<file path="src/rtl/lead_delay_cal_pkg.sv">
// lead_delay_cal_pkg
//   Shared types for the lead-delay calibration sequencer:
//   - state_e : sequencer states
//   - res_t   : per-channel result record {valid, timeout, latency}
//   - LAT_W   : latency field width of res_t (the top's CNT_W must equal it)
//   - flush_len() : FLUSH dwell length for a delay line of a given stage count
package lead_delay_cal_pkg;

    typedef enum logic [2:0] {
        IDLE,
        FLUSH,
        INJECT,
        WAIT,
        STORE,
        NEXT,
        DONE
    } state_e;

    localparam int LAT_W = 4;

    typedef struct packed {
        logic             valid;
        logic             timeout;
        logic [LAT_W-1:0] latency;
    } res_t;

    // Flushing must outlast the line's stages plus the input/output registers.
    function automatic int flush_len(input int stages);
        return stages + 2;
    endfunction

endpackage

</file>
<file path="src/rtl/lead_delay_cal_rf.sv">
// lead_delay_cal_rf
//   Result storage: DEPTH entries of res_t, one synchronous write port,
//   one asynchronous read port, synchronous clear (reset or clr_i).
//   Reads at raddr_i >= DEPTH return zero.
// Ports:
//   clk_i, rst_i      clock, synchronous active-high reset
//   clr_i             clear all entries to zero
//   we_i/waddr_i/wdata_i   write port
//   raddr_i/rdata_o        combinational read port
module lead_delay_cal_rf
    import lead_delay_cal_pkg::*;
#(
    parameter int DEPTH = 48,
    parameter int AW    = 6
) (
    input  logic          clk_i,
    input  logic          rst_i,
    input  logic          clr_i,
    input  logic          we_i,
    input  logic [AW-1:0] waddr_i,
    input  res_t          wdata_i,
    input  logic [AW-1:0] raddr_i,
    output res_t          rdata_o
);

    res_t mem_q [DEPTH];

    always_ff @(posedge clk_i) begin
        if (rst_i || clr_i) begin
            for (int i = 0; i < DEPTH; i++) mem_q[i] <= '0;
        end else if (we_i && int'(waddr_i) < DEPTH) begin
            mem_q[waddr_i] <= wdata_i;
        end
    end

    always_comb begin
        rdata_o = '0;
        if (int'(raddr_i) < DEPTH) rdata_o = mem_q[raddr_i];
    end

endmodule

</file>
<file path="src/rtl/lead_delay_cal.sv">
// lead_delay_cal
//   Sweeps a bank of controlled delay lines channel by channel: flush the
//   line, inject a single-cycle pulse, count cycles until it emerges (or
//   time out), and store {valid, timeout, latency} per channel. In IDLE the
//   live leads/retriggers pass straight through to the delay lines.
// Optional feature: define LEAD_DELAY_CAL_ABORT_EN to add the 'abort' input,
//   which ends a sweep early (results stored so far are kept).
// Ports:
//   clk, rst            clock, synchronous active-high reset
//   start, ch_mask      sweep request and channel selection (sampled at start)
//   lead_in, retrig_in  live inputs forwarded while idle
//   dly_in, retrig      drive the delay lines
//   dly_out             delay line outputs
//   busy, done          sweep in progress / one-cycle end pulse
//   rd_addr, rd_data    asynchronous result read
//   fail_cnt            timed-out channels in the last sweep (saturating)
module lead_delay_cal
    import lead_delay_cal_pkg::*;
#(
    parameter int WIDTH   = 48,
    parameter int STAGES  = 5,
    parameter int TIMEOUT = 15,
    parameter int CNT_W   = LAT_W
) (
    input  logic             clk,
    input  logic             rst,
    input  logic             start,
    input  logic [WIDTH-1:0] ch_mask,
    input  logic [WIDTH-1:0] lead_in,
    input  logic [WIDTH-1:0] retrig_in,
    output logic [WIDTH-1:0] dly_in,
    output logic [WIDTH-1:0] retrig,
    input  logic [WIDTH-1:0] dly_out,
    output logic             busy,
    output logic             done,
    input  logic [5:0]       rd_addr,
    output logic [CNT_W+1:0] rd_data,
    output logic [5:0]       fail_cnt
`ifdef LEAD_DELAY_CAL_ABORT_EN
    ,
    input  logic             abort
`endif
);

    localparam int FLUSH_LEN = flush_len(STAGES);
    localparam int FC_W      = $clog2(FLUSH_LEN + 1);

    state_e           state_q;
    logic [WIDTH-1:0] mask_q;
    logic [5:0]       ch_q;
    logic [FC_W-1:0]  fc_q;
    logic [CNT_W-1:0] cnt_q;
    logic [CNT_W-1:0] lat_q;
    logic             tmo_q;
    logic [5:0]       fail_q;
    logic             done_q;
    logic             abort_w;
    logic             clr_w;
    res_t             wr_rec;
    res_t             rd_rec;

`ifdef LEAD_DELAY_CAL_ABORT_EN
    assign abort_w = abort;
`else
    assign abort_w = 1'b0;
`endif

    assign clr_w = (state_q == IDLE) && start;

    always_ff @(posedge clk) begin
        if (rst) begin
            state_q <= IDLE;
            mask_q  <= '0;
            ch_q    <= '0;
            fc_q    <= '0;
            cnt_q   <= '0;
            lat_q   <= '0;
            tmo_q   <= 1'b0;
            fail_q  <= '0;
            done_q  <= 1'b0;
        end else begin
            done_q <= 1'b0;
            // DONE is already on its way out, so abort there must not re-enter it.
            if (abort_w && state_q != IDLE && state_q != DONE) begin
                state_q <= DONE;
            end else begin
                unique case (state_q)
                    IDLE: if (start) begin
                        mask_q  <= ch_mask;
                        ch_q    <= '0;
                        fc_q    <= '0;
                        fail_q  <= '0;
                        state_q <= FLUSH;
                    end
                    FLUSH: begin
                        if (fc_q == FC_W'(FLUSH_LEN - 1)) begin
                            fc_q    <= '0;
                            state_q <= mask_q[ch_q] ? INJECT : NEXT;
                        end else begin
                            fc_q <= fc_q + 1'b1;
                        end
                    end
                    INJECT: begin
                        cnt_q   <= '0;
                        state_q <= WAIT;
                    end
                    WAIT: begin
                        cnt_q <= cnt_q + 1'b1;
                        // A hit on the last allowed cycle wins over the timeout.
                        if (dly_out[ch_q]) begin
                            tmo_q   <= 1'b0;
                            lat_q   <= cnt_q + 1'b1;
                            state_q <= STORE;
                        end else if (cnt_q == CNT_W'(TIMEOUT - 1)) begin
                            tmo_q   <= 1'b1;
                            lat_q   <= CNT_W'(TIMEOUT);
                            fail_q  <= (fail_q == 6'd63) ? fail_q : fail_q + 1'b1;
                            state_q <= STORE;
                        end
                    end
                    STORE: state_q <= NEXT;
                    NEXT: begin
                        if (ch_q == 6'(WIDTH - 1)) begin
                            state_q <= DONE;
                        end else begin
                            ch_q    <= ch_q + 1'b1;
                            state_q <= FLUSH;
                        end
                    end
                    DONE: begin
                        done_q  <= 1'b1;
                        state_q <= IDLE;
                    end
                    default: state_q <= IDLE;
                endcase
            end
        end
    end

    // Live passthrough only in IDLE; otherwise the sequencer owns the lines.
    always_comb begin
        dly_in = '0;
        retrig = '0;
        if (state_q == IDLE) begin
            dly_in = lead_in;
            retrig = retrig_in;
        end else if (state_q == INJECT) begin
            dly_in[ch_q] = 1'b1;
        end
    end

    always_comb begin
        wr_rec         = '0;
        wr_rec.valid   = 1'b1;
        wr_rec.timeout = tmo_q;
        wr_rec.latency = lat_q;
    end

    lead_delay_cal_rf #(
        .DEPTH (WIDTH),
        .AW    (6)
    ) u_rf (
        .clk_i   (clk),
        .rst_i   (rst),
        .clr_i   (clr_w),
        .we_i    (state_q == STORE),
        .waddr_i (ch_q),
        .wdata_i (wr_rec),
        .raddr_i (rd_addr),
        .rdata_o (rd_rec)
    );

    assign rd_data  = rd_rec;
    assign busy     = (state_q != IDLE);
    assign done     = done_q;
    assign fail_cnt = fail_q;

endmodule

</file>
<file path="config.mk">
export PLATFORM = sky130hd
export DESIGN_NAME = lead_delay_cal
export DESIGN_NICKNAME = d
export VERILOG_FILES = /design/src/rtl/lead_delay_cal_pkg.sv /design/src/rtl/lead_delay_cal_rf.sv /design/src/rtl/lead_delay_cal.sv
export SDC_FILE = /design/constraint.sdc
export NUM_CORES = 1
export LEC_CHECK = 0
export BUFFER_PORTS_ARGS = -buffer_cell sky130_fd_sc_hd__buf_2
export CORE_ASPECT_RATIO = 0.8
export CORE_MARGIN = 2
export CORE_UTILIZATION = 30
export CTS_BUF_LIST = sky130_fd_sc_hd__clkbuf_8
export DETAILED_ROUTE_END_ITERATION = 16
export PLACE_DENSITY = 0.53
export SLEW_MARGIN = 20
export SYNTH_ARGS = -nofsm -noshare
export SYNTH_HDL_FRONTEND = slang
export SYNTH_SLANG_ARGS = --single-unit
export TNS_END_PERCENT = 1
</file>
<file path="constraint.sdc">
create_clock -name clk -period 2.7 [get_ports clk]
set_clock_uncertainty 0.1 [all_clocks]
set_input_delay 0.27 -clock clk [delete_from_list [all_inputs] [get_ports clk]]
set_output_delay 0.27 -clock clk [all_outputs]
set_load 0.02 [all_outputs]
</file>
==> results.sh, run 1 <==
export IMPL_outcome="finished with violations"
export IMPL_violations="negative setup slack"
export IMPL_cp_slowest_stage_delay_ps=520
export IMPL_ys_flop_type="edfxtp_1"
export IMPL_yosysTopAreaCell="edfxtp_1"
export IMPL_drt_iter0_drc=1597
export IMPL_worstSkewPairLatency_ps=630
export IMPL_p_clk_share_pct=29.1
export IMPL_ant_nets=0
export IMPL_cts_buffer_depth=3
export IMPL_finalSetupViolCount=6
export IMPL_finalHoldViolCount=0
export IMPL_fin_ws_ps=-271
export IMPL_htreeDepth=3
export IMPL_port_buffers=310
export IMPL_synth_top_area_share_pct=41.1
export IMPL_dpl_hpwl_um=40900
export IMPL_worstSetupEndpointType="primary output"
export IMPL_wl_per_cell_um=21.0
export IMPL_cp_data_required_time_ps=2330
export IMPL_cts_buffers=66
export IMPL_path_clk_slew_ps=60
export IMPL_ioPinCount=311
export IMPL_drtPass1Iterations=5
export IMPL_power_density_nw_per_um2=799
export IMPL_async_flop_share_pct=0
export IMPL_antenna_found_initial=3
export IMPL_post_route_period_util_pct=110
export IMPL_fin_crit_ps=2970
export IMPL_drc=0
export IMPL_relSlewSlack_pct=46.1
export IMPL_via_per_inst=5.10
export IMPL_fp_row_count=79
export IMPL_start_kind="register"
export IMPL_ctsRootBufferMaster="clkbuf_8"
export IMPL_die_area_sq_um=60400
export IMPL_ys_top_cells_by_count="nand2_1 (271), edfxtp_1 (240), nor2_1 (182), dfxtp_1 (124), clkbuf_1 (105)"
export IMPL_gp_congestion=0.907
export IMPL_max_freq_mhz=337
export IMPL_fin_util_pct=38.6
export IMPL_finalMaxSlewViolations=0
export IMPL_area_growth_pct=27.8
export IMPL_hold_path_class="input port to register"
export IMPL_slowest_stage="mux4_2"
export IMPL_path_common_cell="mux4_2"
export IMPL_maxCapViolations=0
export IMPL_grt_pass1_vias=13500
export IMPL_finalNetCount=2147
export IMPL_grt_max_degree=91
export IMPL_track_usage_pct=18.9
export IMPL_syn_avg_cell_area_sq_um=11.3
export IMPL_p_sw_share_pct=34.2
export IMPL_die_y_um=220
export IMPL_rsz0062_at_grt="true"
export IMPL_fin_total_pwr_mw=17.9
export IMPL_synth_edf_count=240
export IMPL_grt_pass1_wl_um=84800
export IMPL_cts_setup_buffers=0
export IMPL_synth_cell_types=66
export IMPL_overflow=0
export IMPL_holdWs_ps=71.8
export IMPL_path_delay_family="multiplexers"
export IMPL_yosysWarnings=0
export IMPL_vdd_drop_max_mv=0.905
export IMPL_crit_fanout=1
export IMPL_vias=14100
export IMPL_critPathBufInv=1
export IMPL_pre_cts_slack_ps=-6.87
export IMPL_p_sw_mw=6.12
export IMPL_synth_area_leaders="edfxtp_1 (41%), dfxtp_1 (14%), mux4_2 (13%), nand2_1 (5.8%), nor2_1 (3.9%)"
export IMPL_worstMarginPinSlew_ps=808
export IMPL_fp_coreArea_sq_um=58000
export IMPL_layout_cells_non_filler=2761
export IMPL_synthCells=1550
export IMPL_arrival_ps=2600
export IMPL_synthesis_area_sq_um=17500
export IMPL_start_util_pct=30.2
export IMPL_comb_power_share_pct=29.3
export IMPL_p_seq_share_pct=41.6
export IMPL_clkSinkCount=364
export IMPL_die_w_um=274
export IMPL_internal_power_mw=11.8
export IMPL_synth_seq_cells=364
export IMPL_cts_tree="done"
export IMPL_p_leak_nw=8.96
export IMPL_ys_seq_area_share_pct=55.2
export IMPL_drive_gt1_share_pct=33.1
export IMPL_wl_um=57900
export IMPL_dp_cells=2595
export IMPL_yosysMostFrequentCell="nand2_1"
export IMPL_path_cells="mux4_2 -> mux4_2 -> mux2i_2 -> o22ai_2 -> buf_6"
export IMPL_syn_num_nets=1755
export IMPL_worstSetupPathType="register to primary output"
stage by stage:
| step | area (sq um) | TNS [ps] |
|---|---|---|
| 2_1_floorplan | 17500 | 0 |
| 3_3_place_gp | 20400 | 0 |
| 3_5_place_dp | 20400 | -9.06 |
| 4_1_cts | 22400 | -1740 |
| 5_1_grt | 22400 | -1880 |
| 6_report | 22400 | -1380 |
worst register-to-register path, cell delays in order (launching register included):
cell     delay (ps)
dfxtp_2         530
buf_12          230
mux4_2          540
mux2_2          290
a22oi_1         170
o21ai_1         100
nor3_2          280
a221o_1         210
power groups by stage:
stage / registers [mW] / clock network, mW / logic [mW]
after floorplan: 7.12 / 0 / 3.43
after global placement: 7.55 / 0 / 5.03
after detailed placement: 7.51 / 0 / 5.09
after CTS: 7.41 / 5.32 / 5.24
after global routing: 7.49 / 5.55 / 5.63
final: 7.45 / 5.21 / 5.24
worst paths after layout:
kind	cells after the start	slack (ps)	end	startpoint
setup reg to reg	7	180	state_q[0]	ch_q[0]
setup / recovery	5	-270	rd_data[3]	u_rf.mem_q[1][3]
hold / removal	4	70	state_q[1]	start
hold reg to reg	2	340	u_rf.mem_q[23][5]	u_rf.mem_q[23][5]
area by class of cell:
type	instances	area, sq um
multi-input combinational	1032	7360
inverter	19	75.1
antenna	1	2.50
clock buffer	75	1030
clock inverter	42	275
sequential	364	9700
tap	769	962
fill	5602	35600
timing repair buffer	459	2990
registers in the layout (all words and copies together), names as in the netlist:
register and cells:
u_rf.mem_q 288, mask_q 48, ch_q 6, fail_cnt 6, cnt_q 4, lat_q 4, fc_q 3, state_q 3
done 1, tmo_q 1
routing by layer:
layer	global-route usage, %	vias up	routed length, um
met4	5.25	0	1280
met3	6.00	85	6090
met2	27.6	712	25000
li1	-	6423	-
met5	0	-	0
met1	26.9	6848	25600
layout by cell type (no fill, tap or decap), types with 5 or more instances in the layout:
master,instances
mux2_2,7
dlygate4sd3_1,48
buf_6,8
nand2b_1,9
buf_4,86
o22ai_1,5
nand3_1,8
nor2_1,173
nor2_4,6
nor3_1,57
and2_1,67
a21oi_1,59
a21o_1,8
edfxtp_1,240
a22o_1,43
a31oi_1,7
nand4_1,6
dfxtp_1,118
and3_1,48
o22ai_2,6
nand2_1,268
inv_1,35
clkinv_2,11
buf_2,304
o31ai_1,5
mux4_2,98
clkinvlp_4,5
clkbuf_8,75
buf_12,12
o21ai_0,32
mux2i_1,27
cell families (layout without fill, tap and decap cells):
| group | Yosys count | in the layout | synth area share (%) |
|---|---|---|---|
| xor+xnor | 7 | 7 | 0.350 |
| mux | 138 | 138 | 14.9 |
| simple gates | 680 | 680 | 17.6 |
| flops | 364 | 364 | 55.2 |
| other cells | 0 | 1 | 0 |
| fa+ha+maj | 4 | 4 | 0.285 |
| buf+inv | 154 | 595 | 3.66 |
| compound gates | 203 | 203 | 7.93 |
repair_timing:
item | CTS | global route
pin swaps | 8 | 0
endpoints found under the setup margin | 53 | 37
hold endpoints to repair | 48 | 0
hold buffers | 48 | 0
gates resized for setup | 40 | 10
(Power assumes the default switching activity.)
==> run 2, diff against run 1 <==
--- a/config.mk
+++ b/config.mk
@@ -6,12 +6,12 @@
 export NUM_CORES = 1
 export LEC_CHECK = 0
 export BUFFER_PORTS_ARGS = -buffer_cell sky130_fd_sc_hd__buf_2
-export CORE_ASPECT_RATIO = 0.8
+export CORE_ASPECT_RATIO = 1.4
 export CORE_MARGIN = 2
-export CORE_UTILIZATION = 30
+export CORE_UTILIZATION = 58
 export CTS_BUF_LIST = sky130_fd_sc_hd__clkbuf_8
 export DETAILED_ROUTE_END_ITERATION = 16
-export PLACE_DENSITY = 0.53
+export PLACE_DENSITY = 0.87
 export SLEW_MARGIN = 20
 export SYNTH_ARGS = -nofsm -noshare
 export SYNTH_HDL_FRONTEND = slang
==> run 2 against run 1 <==
The flow still finishes with violations (negative setup slack). Total power decreased by 3.0%. Design area decreased by 4.1%. Clock power decreased by 11%. Register-to-register slack got worse by 80 ps. Non-clock buffer count decreased by 24. Worst setup slack improved by 50 ps. Worst hold slack got worse by 59 ps. Via count increased by 6.1%. Combinational power increased by 3%. Clock-buffer cell count decreased by 12. Sequential power decreased by 1%. Sequential share of layout area increased by 1.8 points. Critical path type unchanged. Largest cell class unchanged.
==> results.sh, run 2 (synthesized netlist as in run 1, its figures left out) <==
export IMPL_htreeDepth=2
export IMPL_ioPinCount=311
export IMPL_grt_max_degree=78
export IMPL_track_usage_pct=36.4
export IMPL_fin_util_pct=72.0
export IMPL_area_growth_pct=22.5
export IMPL_clkSinkCount=364
export IMPL_cp_data_required_time_ps=2330
export IMPL_grt_pass1_wl_um=85300
export IMPL_layout_cells_non_filler=2341
export IMPL_fin_ws_ps=-221
export IMPL_finalNetCount=2110
export IMPL_worstSetupPathType="register to primary output"
export IMPL_die_area_sq_um=31700
export IMPL_ctsRootBufferMaster="clkbuf_8"
export IMPL_start_kind="register"
export IMPL_via_per_inst=6.37
export IMPL_cts_tree="done"
export IMPL_ant_nets=0
export IMPL_die_y_um=210
export IMPL_arrival_ps=2550
export IMPL_finalSetupViolCount=6
export IMPL_p_sw_mw=6.05
export IMPL_fin_crit_ps=2920
export IMPL_finalMaxSlewViolations=0
export IMPL_antenna_found_initial=7
export IMPL_fp_row_count=75
export IMPL_start_util_pct=58.8
export IMPL_cts_buffers=53
export IMPL_largest_reg_flops=288
export IMPL_port_buffers=310
export IMPL_drt_iter0_drc=1567
export IMPL_largest_register="u_rf.mem_q"
export IMPL_layout_common_cells="buf_2 (308), nand2_1 (268), edfxtp_1 (240)"
export IMPL_cts_buffer_depth=3
export IMPL_p_seq_share_pct=42.3
export IMPL_overflow=0
export IMPL_worstSkewPairLatency_ps=630
export IMPL_post_route_period_util_pct=108
export IMPL_drive_gt1_share_pct=31.3
export IMPL_cts_setup_buffers=0
export IMPL_violations="negative setup slack"
export IMPL_wl_per_cell_um=24.5
export IMPL_vdd_drop_max_mv=0.758
export IMPL_dp_cells=2186
export IMPL_worstMarginPinSlew_ps=725
export IMPL_outcome="finished with violations"
export IMPL_grt_pass1_vias=15100
export IMPL_hold_path_class="input port to register"
export IMPL_max_freq_mhz=342
export IMPL_vias=14900
export IMPL_fillers=1860
export IMPL_drc=0
export IMPL_relSlewSlack_pct=51.6
export IMPL_holdWs_ps=12.6
export IMPL_pre_cts_slack_ps=-20.1
export IMPL_reg_largest_list="u_rf.mem_q x288, mask_q x48"
export IMPL_layout_cells_most_common="buf_2"
export IMPL_internal_power_mw=11.3
export IMPL_die_w_um=151
export IMPL_p_leak_nw=8.74
export IMPL_fp_coreArea_sq_um=29800
export IMPL_path_clk_slew_ps=70
export IMPL_dpl_hpwl_um=38900
export IMPL_finalHoldViolCount=0
export IMPL_maxCapViolations=0
export IMPL_p_clk_share_pct=26.7
export IMPL_comb_power_share_pct=31.0
export IMPL_fin_total_pwr_mw=17.4
export IMPL_rsz0062_at_grt="true"
export IMPL_gp_congestion=0.948
export IMPL_p_sw_share_pct=34.9
export IMPL_power_density_nw_per_um2=808
export IMPL_worstSetupEndpointType="primary output"
export IMPL_wl_um=57400
export IMPL_crit_fanout=1
export IMPL_drtPass1Iterations=6
-- run 2: cell count changes in the layout (fill, tap and decap cells not counted), moves of 6 or more --
cell	previous run	this run
and2_2	0	6
and2_1	67	61
clkbuf_8	75	63
buf_4	86	63
nor2_1	173	179
buf_6	8	2
-- run 2: path summary, 6_finish.rpt --
check / endpoint / slack [ps] / cells after the start / start
worst min-delay path: u_rf.mem_q[2][5] / 10 / 4 / rst
worst max register to register: lat_q[2] / 100 / 7 / ch_q[1]
worst min register to register: u_rf.mem_q[22][5] / 340 / 2 / u_rf.mem_q[22][5]
worst max-delay path: rd_data[0] / -220 / 5 / u_rf.mem_q[40][0]
-- run 2: area by class of cell --
type / instances / area [sq um] / area share (%)
sequential: 364 / 9690 / 45.1
multi-input combinational: 1032 / 7300 / 34.0
timing repair buffer: 435 / 2810 / 13.1
clock buffer: 63 / 867 / 4.04
tap: 385 / 482 / 2.24
clock inverter: 37 / 250 / 1.16
inverter: 19 / 71.3 / 0.332
antenna: 6 / 15.0 / 0.0699
-- run 2: metrics by stage --
stage / area (sq um) / TNS, ps
floorplan: 17500 / 0
CTS: 21400 / -1090
global route: 21500 / -1570
finish: 21500 / -1090
detailed placement: 19800 / -117
global placement: 19800 / 0
-- run 2: worst max-delay path: stages, from the launching register on --
cell      delay (ps)
edfxtp_1         450
mux4_2           470
mux4_2           490
mux2i_2          220
o22ai_2          130
buf_6            150
-- run 2: power by group through the flow --
stage	clock [mW]	combinational (mW)	sequential [mW]
2_1_floorplan	0	3.43	7.12
3_3_place_gp	0	4.90	7.38
3_5_place_dp	0	5.03	7.42
4_1_cts	4.63	5.16	7.31
5_1_grt	4.83	5.65	7.37
6_report	4.64	5.39	7.34
-- run 2: repair_timing --
action / 4_1_cts / 5_1_grt
endpoints found under the setup margin: 92 / 104
gates resized for setup: 12 / 18
pin swaps: 3 / 0
hold buffers: 48 / 0
hold endpoints to repair: 48 / 0
-- run 2: per-layer routing --
| layer | GRT usage [%] | vias to the layer above | share of wire (%) |
|---|---|---|---|
| met5 | 2.58 | - | 0.23 |
| met4 | 25.2 | 6 | 7.8 |
| met3 | 8.52 | 296 | 11 |
| met2 | 60.4 | 1224 | 50 |
| met1 | 41.1 | 7051 | 31 |
| li1 | - | 6346 | - |
